--- src/rtl/seq_acc_requant.sv ---
// Tile accumulator with round-half-up requantization and saturation.
// Optional zero-clamp of negative results: define SEQ_ACC_RELU_EN.
module seq_acc_requant #(
    parameter int IN_WIDTH  = 32,
    parameter int CNT_WIDTH = 8,
    parameter int ACC_WIDTH = 40,
    parameter int OUT_WIDTH = 16
) (
    input  logic                        clk_i,
    input  logic                        rst_ni,
    input  logic signed [IN_WIDTH-1:0]  d_i,
    input  logic                        valid_in,
    output logic                        ready_in,
    input  logic [CNT_WIDTH-1:0]        acc_len_i,
    input  logic [4:0]                  shift_i,
    output logic signed [OUT_WIDTH-1:0] q_o,
    output logic                        sat_o,
    output logic                        valid_out,
    input  logic                        ready_out,
    output logic                        busy_o
);

    if (ACC_WIDTH < IN_WIDTH + CNT_WIDTH) begin : g_width_chk
        $error("ACC_WIDTH must be at least IN_WIDTH+CNT_WIDTH");
    end

    typedef enum logic [1:0] {IDLE, ACCUM, ROUND, OUT} state_t;

    localparam logic signed [ACC_WIDTH:0] Q_MAX =
        {{(ACC_WIDTH + 2 - OUT_WIDTH){1'b0}}, {(OUT_WIDTH - 1){1'b1}}};
    localparam logic signed [ACC_WIDTH:0] Q_MIN =
        {{(ACC_WIDTH + 2 - OUT_WIDTH){1'b1}}, {(OUT_WIDTH - 1){1'b0}}};

    state_t                      state;
    logic signed [ACC_WIDTH-1:0] acc;
    logic signed [ACC_WIDTH-1:0] d_ext;
    logic [CNT_WIDTH-1:0]        cnt;
    logic [CNT_WIDTH-1:0]        len;
    logic [4:0]                  shift;
    logic signed [ACC_WIDTH:0]   acc_x;
    logic signed [ACC_WIDTH:0]   half;
    logic signed [ACC_WIDTH:0]   sum;
    logic signed [ACC_WIDTH:0]   r;
    logic signed [ACC_WIDTH:0]   r_c;
    logic signed [OUT_WIDTH-1:0] q_c;
    logic                        sat_c;

    assign ready_in = (state == IDLE) || (state == ACCUM);
    assign busy_o   = (state != IDLE);
    assign d_ext    = ACC_WIDTH'(d_i);

    // half is 2^(shift-1) for shift>0 and 0 for shift==0, so no branch is needed
    always_comb begin
        acc_x = (ACC_WIDTH + 1)'(acc);
        half  = ((ACC_WIDTH + 1)'(1) << shift) >> 1;
        sum   = acc_x + half;
        r     = sum >>> shift;
`ifdef SEQ_ACC_RELU_EN
        r_c   = (r < 0) ? '0 : r;
`else
        r_c   = r;
`endif
        q_c   = r_c[OUT_WIDTH-1:0];
        sat_c = 1'b0;
        if (r_c > Q_MAX) begin
            q_c   = {1'b0, {(OUT_WIDTH - 1){1'b1}}};
            sat_c = 1'b1;
        end else if (r_c < Q_MIN) begin
            q_c   = {1'b1, {(OUT_WIDTH - 1){1'b0}}};
            sat_c = 1'b1;
        end
    end

    always_ff @(posedge clk_i or negedge rst_ni) begin
        if (!rst_ni) begin
            state     <= IDLE;
            acc       <= '0;
            cnt       <= '0;
            len       <= '0;
            shift     <= '0;
            q_o       <= '0;
            sat_o     <= 1'b0;
            valid_out <= 1'b0;
        end else begin
            unique case (state)
                IDLE: begin
                    if (valid_in) begin
                        acc   <= d_ext;
                        len   <= (acc_len_i == '0) ? CNT_WIDTH'(1) : acc_len_i;
                        shift <= shift_i;
                        cnt   <= CNT_WIDTH'(1);
                        state <= (acc_len_i <= CNT_WIDTH'(1)) ? ROUND : ACCUM;
                    end
                end
                ACCUM: begin
                    if (valid_in) begin
                        acc <= acc + d_ext;
                        cnt <= cnt + CNT_WIDTH'(1);
                        if ((cnt + CNT_WIDTH'(1)) == len) state <= ROUND;
                    end
                end
                ROUND: begin
                    q_o       <= q_c;
                    sat_o     <= sat_c;
                    valid_out <= 1'b1;
                    state     <= OUT;
                end
                OUT: begin
                    if (ready_out) begin
                        valid_out <= 1'b0;
                        acc       <= '0;
                        cnt       <= '0;
                        state     <= IDLE;
                    end
                end
            endcase
        end
    end

endmodule

--- config.mk ---
export PLATFORM = sky130hd
export DESIGN_NAME = seq_acc_requant
export DESIGN_NICKNAME = d
export VERILOG_FILES = /design/src/rtl/seq_acc_requant.sv
export SDC_FILE = /design/constraint.sdc
export NUM_CORES = 1
export LEC_CHECK = 0
export CORE_MARGIN = 5
export CORE_UTILIZATION = 50
export CTS_CLUSTER_SIZE = 40
export DETAILED_ROUTE_END_ITERATION = 8
export GPL_ROUTABILITY_DRIVEN = 0
export PLACE_DENSITY = 0.69
export SLEW_MARGIN = 20
export SYNTH_ARGS = -nofsm -noshare
export SYNTH_HDL_FRONTEND = slang
export SYNTH_SLANG_ARGS = --single-unit
--- constraint.sdc ---
create_clock -name clk_i -period 20 [get_ports clk_i]
set_input_delay 2 -clock clk_i [delete_from_list [all_inputs] [get_ports clk_i]]
set_output_delay 2 -clock clk_i [all_outputs]
set_load 0.01 [all_outputs]
==> results of run 1 <==
==> sequential cells by signal (all words and copies together), names as in the netlist <==
name,count
shift,5
acc,40
state,2
q_o,16
len,8
sat_o,1
valid_out,1
cnt,8
==> synthesized netlist by cell type (5+ instances only) <==
master,count,share of area [%]
clkbuf_1,71,2.4
a211o_1,11,0.86
o22ai_1,5,0.28
xor2_1,20,1.6
ha_1,75,8.4
a211oi_1,39,2.6
mux4_2,8,1.6
or3_1,11,0.61
o21bai_1,12,0.80
a32oi_1,13,1.0
and2_1,12,0.67
a21oi_1,131,5.9
a22oi_1,8,0.54
nand2b_1,9,0.50
o21ai_1,12,0.54
a221o_1,11,0.98
or2_2,6,0.34
a2111oi_0,5,0.39
nand3_1,40,1.8
or4_1,6,0.40
nor2_1,159,5.3
nor4_1,11,0.61
inv_1,42,1.4
mux2_2,26,2.6
o211ai_1,13,0.87
a31oi_1,23,1.3
a221oi_1,19,1.5
mux2i_1,50,4.5
o31ai_1,8,0.54
and4_1,7,0.55
buf_1,14,0.47
o21ai_0,93,4.2
xnor2_1,45,3.5
nand2_1,147,4.9
a21boi_0,5,0.34
and3_1,23,1.3
a21o_1,43,2.9
o21a_1,13,0.87
nor3_1,53,2.4
nand4_1,12,0.67
dfrtp_1,81,18
nor2b_1,10,0.56
==> power groups by stage <==
stage | logic [W] | registers, W | clock network (W)
6_report | 0.00188 | 0.000328 | 0.000194
5_1_grt | 0.00205 | 0.000338 | 0.000203
4_1_cts | 0.00184 | 0.000327 | 0.000197
3_5_place_dp | 0.00183 | 0.000330 | 0
3_3_place_gp | 0.00182 | 0.000327 | 0
2_1_floorplan | 0.00141 | 0.000291 | 0
==> per-stage QoR <==
stage | setup WS (ns) | cell area, µm²
floorplan | 13.65 | 11200
global placement | 13.12 | 12000
detailed placement | 13.02 | 12000
CTS | 12.98 | 12300
global route | 12.44 | 12300
finish | 12.71 | 12300
==> final cells by class <==
class	count	area (µm²)	share of cell area (%)
timing repair buffer	79	761	6.18
multi-input combinational	1285	8670	70.4
sequential	81	2030	16.5
clock inverter	7	108	0.874
tap	280	350	2.84
clock buffer	9	225	1.83
inverter	47	176	1.43
==> how the worst max path moves through the flow <==
| stage | startpoint | endpoint | slack (ns) |
|---|---|---|---|
| after global placement | shift[0] | q_o[10] | 13.12 |
| final | shift[0] | q_o[3] | 12.71 |
| after floorplan | shift[0] | q_o[10] | 13.65 |
| after CTS | shift[0] | q_o[3] | 12.98 |
| after detailed placement | shift[0] | q_o[3] | 13.02 |
| after global routing | shift[0] | q_o[2] | 12.44 |
==> layer usage <==
| metal | vias up | global-route usage [%] | routed length [µm] |
|---|---|---|---|
| li1 | 5714 | - | - |
| met1 | 5574 | 37.3 | 16000 |
| met2 | 515 | 42.0 | 15400 |
| met3 | 95 | 4.20 | 2530 |
| met4 | 0 | 9.47 | 1170 |
| met5 | - | 0 | 0 |
==> critical path: stages, from the launching register on <==
cell and delay [ns]:
dfrtp_2 0.39, buf_4 0.30, inv_1 0.25, buf_4 0.45, nand2_1 0.40, nor2_1 0.20, ha_1 0.32, a21o_1 0.26
or2_1 0.26, a31oi_1 0.52, o21bai_1 0.31, a31oi_1 0.28, xnor2_1 0.18, a211oi_1 0.60, mux2i_1 0.20, a211o_1 0.37
o221a_2 0.30, or4_1 0.58, o31ai_4 0.63, o221ai_1 0.26
==> logic make-up (layout without fill, tap and decap cells) <==
group,after synthesis,in the layout,share of synthesized area (%)
and+or+nand+nor,530,530,22.6
AOI/OAI and AO/OA,527,527,32.0
buffers and inverters,134,142,4.57
muxes,86,86,8.89
DFF,81,81,18.1
adders and majority gates,77,77,8.74
xor gates and xnor gates,65,65,5.08
==> flow_summary.ini, run 1 <==
[synth]
synth-edff-count = 0
async_reset_ff_share_pct = 100
ys.flop_type = dfrtp_1
synth_seq_cells = 81
yosys_warnings = 0
syn_avg_cell_area_um2 = 7.47
seq_area_frac_synth_pct = 18.1
synth_cells = 1500
synthDistinctLibCells = 87
syn_area_um2 = 11200
syn_nets = 1626

[timing]
min_period_ns = 7.29
slew_violations = 0
slew_headroom_pct = 28.6
setup-tns-final_ns = 0
finalCritPeriodShare_pct = 36.4
max_freq_mhz = 137
hold_violations = 0
rsz0062_at_grt = no
setup_viol = 0
holdWs_ns = 0.514
tightestPinTransition_ns = 1.07
clock_skew_ns = 0.0125

[placement]
place_inst = 1772
portBuffers = 68
post-dp-hpwl_um = 26500

[cells_and_area]
layout_commonest_cell = nor2_1
fillerInstances = 2086
drive_gt1_share_pct = 6.37
mostFrequentLayoutCells = 158 x nor2_1, 147 x nand2_1, 131 x a21oi_1
syn2layout_area_growth_pct = 9.97
stdcell_count = 1788
design.final.nets = 1629
diodes = 0
final_core_util_pct = 56.1

[power_and_ir_drop]
max-vdd-ir-drop_uv = 83.3
total_power_w = 0.00240
p_sw_w = 0.00132
p_int_w = 0.00108
power_leakage_nw = 5.12
clkPwrFrac_pct = 8.1
swShare_pct = 55.1
power_frac_seq_pct = 13.7
powerDensity_nw_per_um2 = 195
combPwrFrac_pct = 78.3

[critical_path]
startpoint_type = register
worstPathMaxFanout = 62
worst_ep_required_time_ns = 20.19
r2r-end = q_o[3]
crit_arrival_ns = 7.48
worstReg2RegStart = shift[0]
end_kind = register
rrSetupSlack_ns = 12.71
worstRegToRegCells = 19
crit_type = reg -> reg

[hold_path]
holdPathStages = 1
min_path_type = reg -> reg
min-delay-start = q_o[15]
whs_endpoint = q_o[15]

[cts]
post_cts.repair.setup_buffers = 0
cts-hold-fix-buffers = 0
ctsResizeCount = 0
tritoncts = built
htreeDepth = 3
worstSkewPairLatency_ns = 0.36
clkSinkCount = 81
numCtsBuffers = 9
clockBufferDepth = 2
clockRootBuffer = clkbuf_16
cts.clk_slew.worst_paths_ns = 0.07

[routing]
wirelength_um = 35100
wl_per_cell_um = 19.6
drc = 0
dr.pass1.iters = 6
vias = 11898
drt_iter0_drc = 1257
viasPerCell = 6.65
ant_nets = 0

[grt]
grt_pass1_vias = 10998
grt_pass1_wl_um = 57300
gr-total-overflow = 0
grt_max_degree = 63
antenna_found_initial = 0
grt_use_total_pct = 26.7

[floorplan]
dieWidth_um = 160
start_util_pct = 51.0
dieArea_um2 = 25500
boundaryPins = 69
dieHeight_um = 160
core_um2 = 22000
placementRows = 54

[flow_run]
cap_violations = 0

[outcome]
status = finished, final reports clean
Note: power is estimated with default switching activity, not from simulation.
==> run 2: changes to the inputs <==
PLACE_DENSITY = 0.72   (was 0.69)
clock period = 6.6 ns   (was 20 ns; I/O delays follow)
==> run 2 against run 1 <==
  * Power increased to 3.1 times the previous value
  * Global-route usage is 0.063 points lower
  * Clock power grew to 3.0 times the previous value
  * Core utilization is 0.74 points higher
  * Critical path type unchanged
==> flow_summary.ini, run 2 (same netlist as run 1, synthesis figures left out) <==
[critical_path]
worstReg2RegStart = shift[2]
crit_chain = nor2_1 -> nand2_1 -> nor2_1 -> ha_1 -> a21oi_1 -> o21ai_1 -> buf_4 -> nor4_1 -> o211ai_1 -> buf_4 -> a2111oi_0 -> a21oi_1 -> o31ai_1 -> nand3_1 -> and3_1 -> or2_2 -> o41ai_1 -> nand3_2 -> a22oi_1
cp-startpoint = shift[2]
crit_buf_inv = 2
rrSetupSlack_ns = 0.18
crit_type = reg -> reg
cp_slowest_cell = dfrtp_1
crit_arrival_ns = 6.69
worst_ep_required_time_ns = 6.87
path_delay_family = compound AO/OA/AOI/OAI gates
cp_num_cells = 19
worstRegToRegCells = 19
r2r-end = q_o[0]
crit_path_end = q_o[0]
startpoint_type = register
cp_slowest_stage_delay_ns = 0.81
worstPathMaxFanout = 16
end_kind = register

[power_and_ir_drop]
swShare_pct = 54.8
clkPwrFrac_pct = 7.9
max-vdd-ir-drop_uv = 289
total_power_w = 0.00738
power_frac_seq_pct = 13.9
powerDensity_nw_per_um2 = 591
p_sw_w = 0.00405
p_int_w = 0.00333
combPwrFrac_pct = 78.2
power_leakage_nw = 5.21

[hold_path]
min_path_type = in -> async

[cts]
cts-hold-fix-buffers = 0
tritoncts = built
cts.clk_slew.worst_paths_ns = 0.07
worstSkewPairLatency_ns = 0.36
clockRootBuffer = clkbuf_16
htreeDepth = 3
numCtsBuffers = 9
clockBufferDepth = 2
clkSinkCount = 81

[routing]
vias = 12018
viasPerCell = 6.65
wl_per_cell_um = 19.4
wirelength_um = 35000
drt_iter0_drc = 1410
ant_nets = 0
dr.pass1.iters = 8
drc = 0

[placement]
portBuffers = 68
place_area_um2 = 12100
post-dp-hpwl_um = 26700

[cells_and_area]
layout_commonest_cell = nor2_1
mostFrequentLayoutCells = 157 x nor2_1, 147 x nand2_1, 131 x a21oi_1
drive_gt1_share_pct = 7.60
design.final.nets = 1647
multi_input_area_um2 = 8680
largestRegisters = acc x40, q_o x16
regMostFlops = acc
diodes = 0
largest_reg_flops = 40
fillerInstances = 2018
syn2layout_area_growth_pct = 11.4
fin_area_um2 = 12500
regArea_um2 = 2030

[grt]
gr-total-overflow = 0
grt_use_total_pct = 26.6
grt_max_degree = 62
grt_pass1_wl_um = 57200
grt_pass1_vias = 11009
grt.busiest_layer = met2
use_met1_pct = 36.6
antenna_found_initial = 0
use_met3_pct = 3.40
use_met2_pct = 42.8

[timing]
max_freq_mhz = 156
finalCritPeriodShare_pct = 97.3
setup_viol = 0
tightestPinTransition_ns = 0.896
slew_headroom_pct = 40.2
hold_violations = 0
min_period_ns = 6.42
clock_skew_ns = 0.0124
rsz0062_at_grt = yes
slew_violations = 0
setup-tns-final_ns = 0

[floorplan]
placementRows = 54
dieWidth_um = 160
core_um2 = 22000
dieHeight_um = 160
boundaryPins = 69
dieArea_um2 = 25500
start_util_pct = 51.0

[flow_run]
cap_violations = 0

[outcome]
status = finished, final reports clean
## run 2: how the worst min path moves through the flow
stage	start	end	slack [ns]	cells after the start
global route	rst_ni	q_o[13]	0.20	1
CTS	rst_ni	q_o[13]	0.19	1
floorplan	rst_ni	acc[0]	0.36	0
detailed placement	q_o[15]	q_o[15]	0.50	1
finish	rst_ni	q_o[13]	0.19	1
global placement	cnt[1]	cnt[1]	0.48	2
## run 2: worst register-to-register path, cell delays in order (launching register included)
cell       delay [ns]
dfrtp_1          0.81
nor2_1           0.17
nand2_1          0.38
nor2_1           0.10
ha_1             0.38
a21oi_1          0.23
o21ai_1          0.09
buf_4            0.16
nor4_1           0.35
o211ai_1         0.30
buf_4            0.23
a2111oi_0        0.44
a21oi_1          0.16
o31ai_1          0.54
nand3_1          0.22
and3_1           0.24
or2_2            0.29
o41ai_1          0.59
nand3_2          0.36
a22oi_1          0.27
## run 2: what timing repair did
action                     4_1_cts  5_1_grt
resized for setup                0        3
setup endpoints to repair        0       16
setup buffers                    0        2
## run 2: layer usage
metal | share of wire, % | routed length, µm | up-vias
met2 | 45 | 15700 | 595
met3 | 7.6 | 2650 | 119
met5 | 0 | 0 | -
li1 | - | - | 5741
met1 | 44 | 15200 | 5563
met4 | 3.9 | 1370 | 0
## run 2: cell type report
type	count	area share (%)
inverter	47	1.41
sequential	81	16.3
clock inverter	7	0.882
multi-input combinational	1285	69.6
timing repair buffer	97	7.28
tap	280	2.81
clock buffer	9	1.80
## run 2: stage by stage
step / worst slack (ns) / util, % / cells / hold slack (ns)
global route: -0.0115 / 56.8 / 1806 / 0.198
floorplan: 0.249 / - / 1500 / 0.364
CTS: 0.0614 / 56.6 / 1804 / 0.189
global placement: 0.167 / 55.1 / 1788 / 0.483
finish: 0.178 / 56.8 / 1806 / 0.188
detailed placement: 0.0895 / 55.1 / 1788 / 0.501
## run 2: power by group through the flow
stage | Combinational (W) | Clock [W] | Sequential [W]
2_1_floorplan | 0.00428 | 0 | 0.000883
3_3_place_gp | 0.00550 | 0 | 0.00102
3_5_place_dp | 0.00557 | 0 | 0.00103
4_1_cts | 0.00561 | 0.000591 | 0.00102
5_1_grt | 0.00627 | 0.000613 | 0.00107
6_report | 0.00577 | 0.000581 | 0.00103
==> run 3: changes to the inputs <==
ABC_AREA = 1   (was default)
PLACE_DENSITY = 0.71   (was 0.72)
SETUP_SLACK_MARGIN = 0.3   (was default)
SLEW_MARGIN = default   (was 20)
==> run 3 against run 2 <==
  * Non-clock buffer count down 15
  * Final area grew 4.4%
  * Sequential cell count is the same
  * Worst hold slack improved by 0.039 ns
  * Critical path depth is 12 higher
  * Die area up 5.4%
  * Cell count up 33%
  * Register-to-register slack improved by 1.1 ns
  * Fmax up 21%
  * Global-route usage rose by 3.2 points
  * Critical path type unchanged
  * Critical endpoint is now q_o[11]
  * Largest cell class unchanged
  * Highest routed layer unchanged
==> flow_summary.ini, run 3 <==
[synth]
ys.flop_type = dfrtp_1
synthDistinctLibCells = 56
syn_area_um2 = 11800
synth_common_cells = 650 x nand2_1, 293 x nand3_1, 227 x inv_1
yosys_warnings = 0
async_reset_ff_share_pct = 100
synth-edff-count = 0
synth_seq_cells = 81
post-synth-top-area-cell = nand2_1
syn_nets = 2189
yosys-top-cells-area = nand2_1 21%, dfrtp_1 17%, nand3_1 12%, ha_1 7.9%, inv_1 7.2%
seq_area_frac_synth_pct = 17.1
synth_cells = 2063
syn_avg_cell_area_um2 = 5.74
synth_top_area_share_pct = 20.6
yosysMostFrequentCell = nand2_1

[timing]
tightestPinTransition_ns = 0.928
hold_violations = 0
timing.final.ws_setup_ns = 1.29
slew_violations = 0
max_freq_mhz = 188
finalCritPeriodShare_pct = 80.4
slew_headroom_pct = 38.1
setup-tns-final_ns = 0
clock_skew_ns = 0.0121
rsz0062_at_grt = no
setup_viol = 0
holdWs_ns = 0.228
min_period_ns = 5.31

[cts]
htreeDepth = 3
cts.clk_slew.worst_paths_ns = 0.07
clockRootBuffer = clkbuf_16
clockBufferDepth = 2
tritoncts = built
post_cts.repair.setup_buffers = 0
cts-hold-fix-buffers = 0
ctsResizeCount = 0
numCtsBuffers = 9
clkSinkCount = 81
worstSkewPairLatency_ns = 0.36

[critical_path]
cp_slowest_stage_delay_ns = 0.56
cp_slowest_cell = nor2_1
crit_top_cell = nand2_1
crit_arrival_ns = 5.60
end_kind = register
crit_type = reg -> reg
startpoint_type = register
worst_ep_required_time_ns = 6.89
worstPathMaxFanout = 22

[cells_and_area]
mostFrequentLayoutCells = 650 x nand2_1, 292 x nand3_1, 227 x inv_1
layout_commonest_cell = nand2_1
largest_reg_flops = 40
regMostFlops = acc
fillerInstances = 2378
final_core_util_pct = 55.7
syn2layout_area_growth_pct = 10.0
diodes = 0
drive_gt1_share_pct = 6.60
largestRegisters = acc x40, q_o x16
design.final.nets = 2211

[routing]
dr.pass1.iters = 8
ant_nets = 0
viasPerCell = 5.69
drc = 0
drt_iter0_drc = 1553
wl_per_cell_um = 16.5
vias = 13708
wirelength_um = 39800

[power_and_ir_drop]
p_int_w = 0.00298
clkPwrFrac_pct = 7.2
swShare_pct = 60.3
p_sw_w = 0.00453
powerDensity_nw_per_um2 = 576
max-vdd-ir-drop_uv = 790
power_frac_seq_pct = 14.1
combPwrFrac_pct = 78.6
power_leakage_nw = 6.78

[grt]
gr-total-overflow = 0
grt_max_degree = 53
grt_pass1_vias = 12642
grt_use_total_pct = 29.8
grt_pass1_wl_um = 64500
antenna_found_initial = 0

[floorplan]
dieArea_um2 = 26900
dieHeight_um = 164
dieWidth_um = 164
boundaryPins = 69
start_util_pct = 50.6
core_um2 = 23400
placementRows = 56

[placement]
post-dp-hpwl_um = 31800
pre_cts_ws_ns = 1.46
portBuffers = 68

[flow_run]
cap_violations = 0

[outcome]
status = finished, final reports clean

[hold_path]
min_path_type = in -> async
==> run 3: final timing paths <==
check,from,endpoint,slack (ns),cells past startpoint
max,shift[3],q_o[11],1.29,31
min,rst_ni,acc[15],0.23,1
max reg2reg,shift[3],q_o[11],1.29,31
min reg2reg,q_o[15],q_o[15],0.49,2
max in group asynchronous,rst_ni,shift[0],5.31,2
min in group clk_i,q_o[15],q_o[15],0.49,2
==> run 3: per-stage QoR <==
| stage | instances | total power, W | instance area (µm²) |
|---|---|---|---|
| global route | 2409 | 0.00822 | 13000 |
| detailed placement | 2393 | 0.00678 | 12700 |
| CTS | 2409 | 0.00738 | 13000 |
| floorplan | 2063 | 0.00525 | 11800 |
| global placement | 2393 | 0.00674 | 12700 |
| finish | 2409 | 0.00751 | 13000 |
==> run 3: logic make-up (layout without fill, tap and decap cells) <==
| logic type | after synthesis | after routing | synth area share (%) |
|---|---|---|---|
| fa+ha+maj | 77 | 77 | 8.26 |
| mux | 4 | 4 | 0.370 |
| compound gates | 280 | 280 | 13.4 |
| flops | 81 | 81 | 17.1 |
| simple gates | 1262 | 1262 | 47.0 |
| buf+inv | 312 | 339 | 10.3 |
| xor+xnor | 47 | 47 | 3.48 |
==> run 3: power groups by stage <==
stage | Combinational (W) | Clock (W) | Sequential, W
6_report | 0.00590 | 0.000543 | 0.00106
5_1_grt | 0.00657 | 0.000571 | 0.00109
4_1_cts | 0.00577 | 0.000556 | 0.00105
3_5_place_dp | 0.00573 | 0 | 0.00106
3_3_place_gp | 0.00568 | 0 | 0.00105
2_1_floorplan | 0.00432 | 0 | 0.000929
==> run 3: layout make-up <==
type / count / area (µm²) / area share [%]
clock buffer: 10 / 239 / 1.83
inverter: 241 / 907 / 6.96
multi-input combinational: 1670 / 8600 / 66.0
sequential: 81 / 2030 / 15.6
timing repair buffer: 82 / 783 / 6.01
tap: 319 / 399 / 3.06
clock inverter: 6 / 75.1 / 0.576
==> run 3: worst max-delay path, delay by kind of cell (launching register included) <==
kind / cells / cell delay [ns]
adder cells (fa/ha/maj): 2 / 0.62
AO/OA/AOI/OAI: 3 / 0.57
AND/OR/NAND/NOR: 20 / 2.62
XOR/XNOR: 1 / 0.21
buffers and inverters: 5 / 0.84
flip-flops: 1 / 0.36
==> run 3: layer usage <==
layer  up-vias  global-route usage [%]  routed length (µm)
li1       6805                       -                   -
met4         0                    8.81                1010
met2       667                    46.7               17400
met1      6151                    42.2               17400
met5         -                       0                   0
met3        85                    4.87                4010
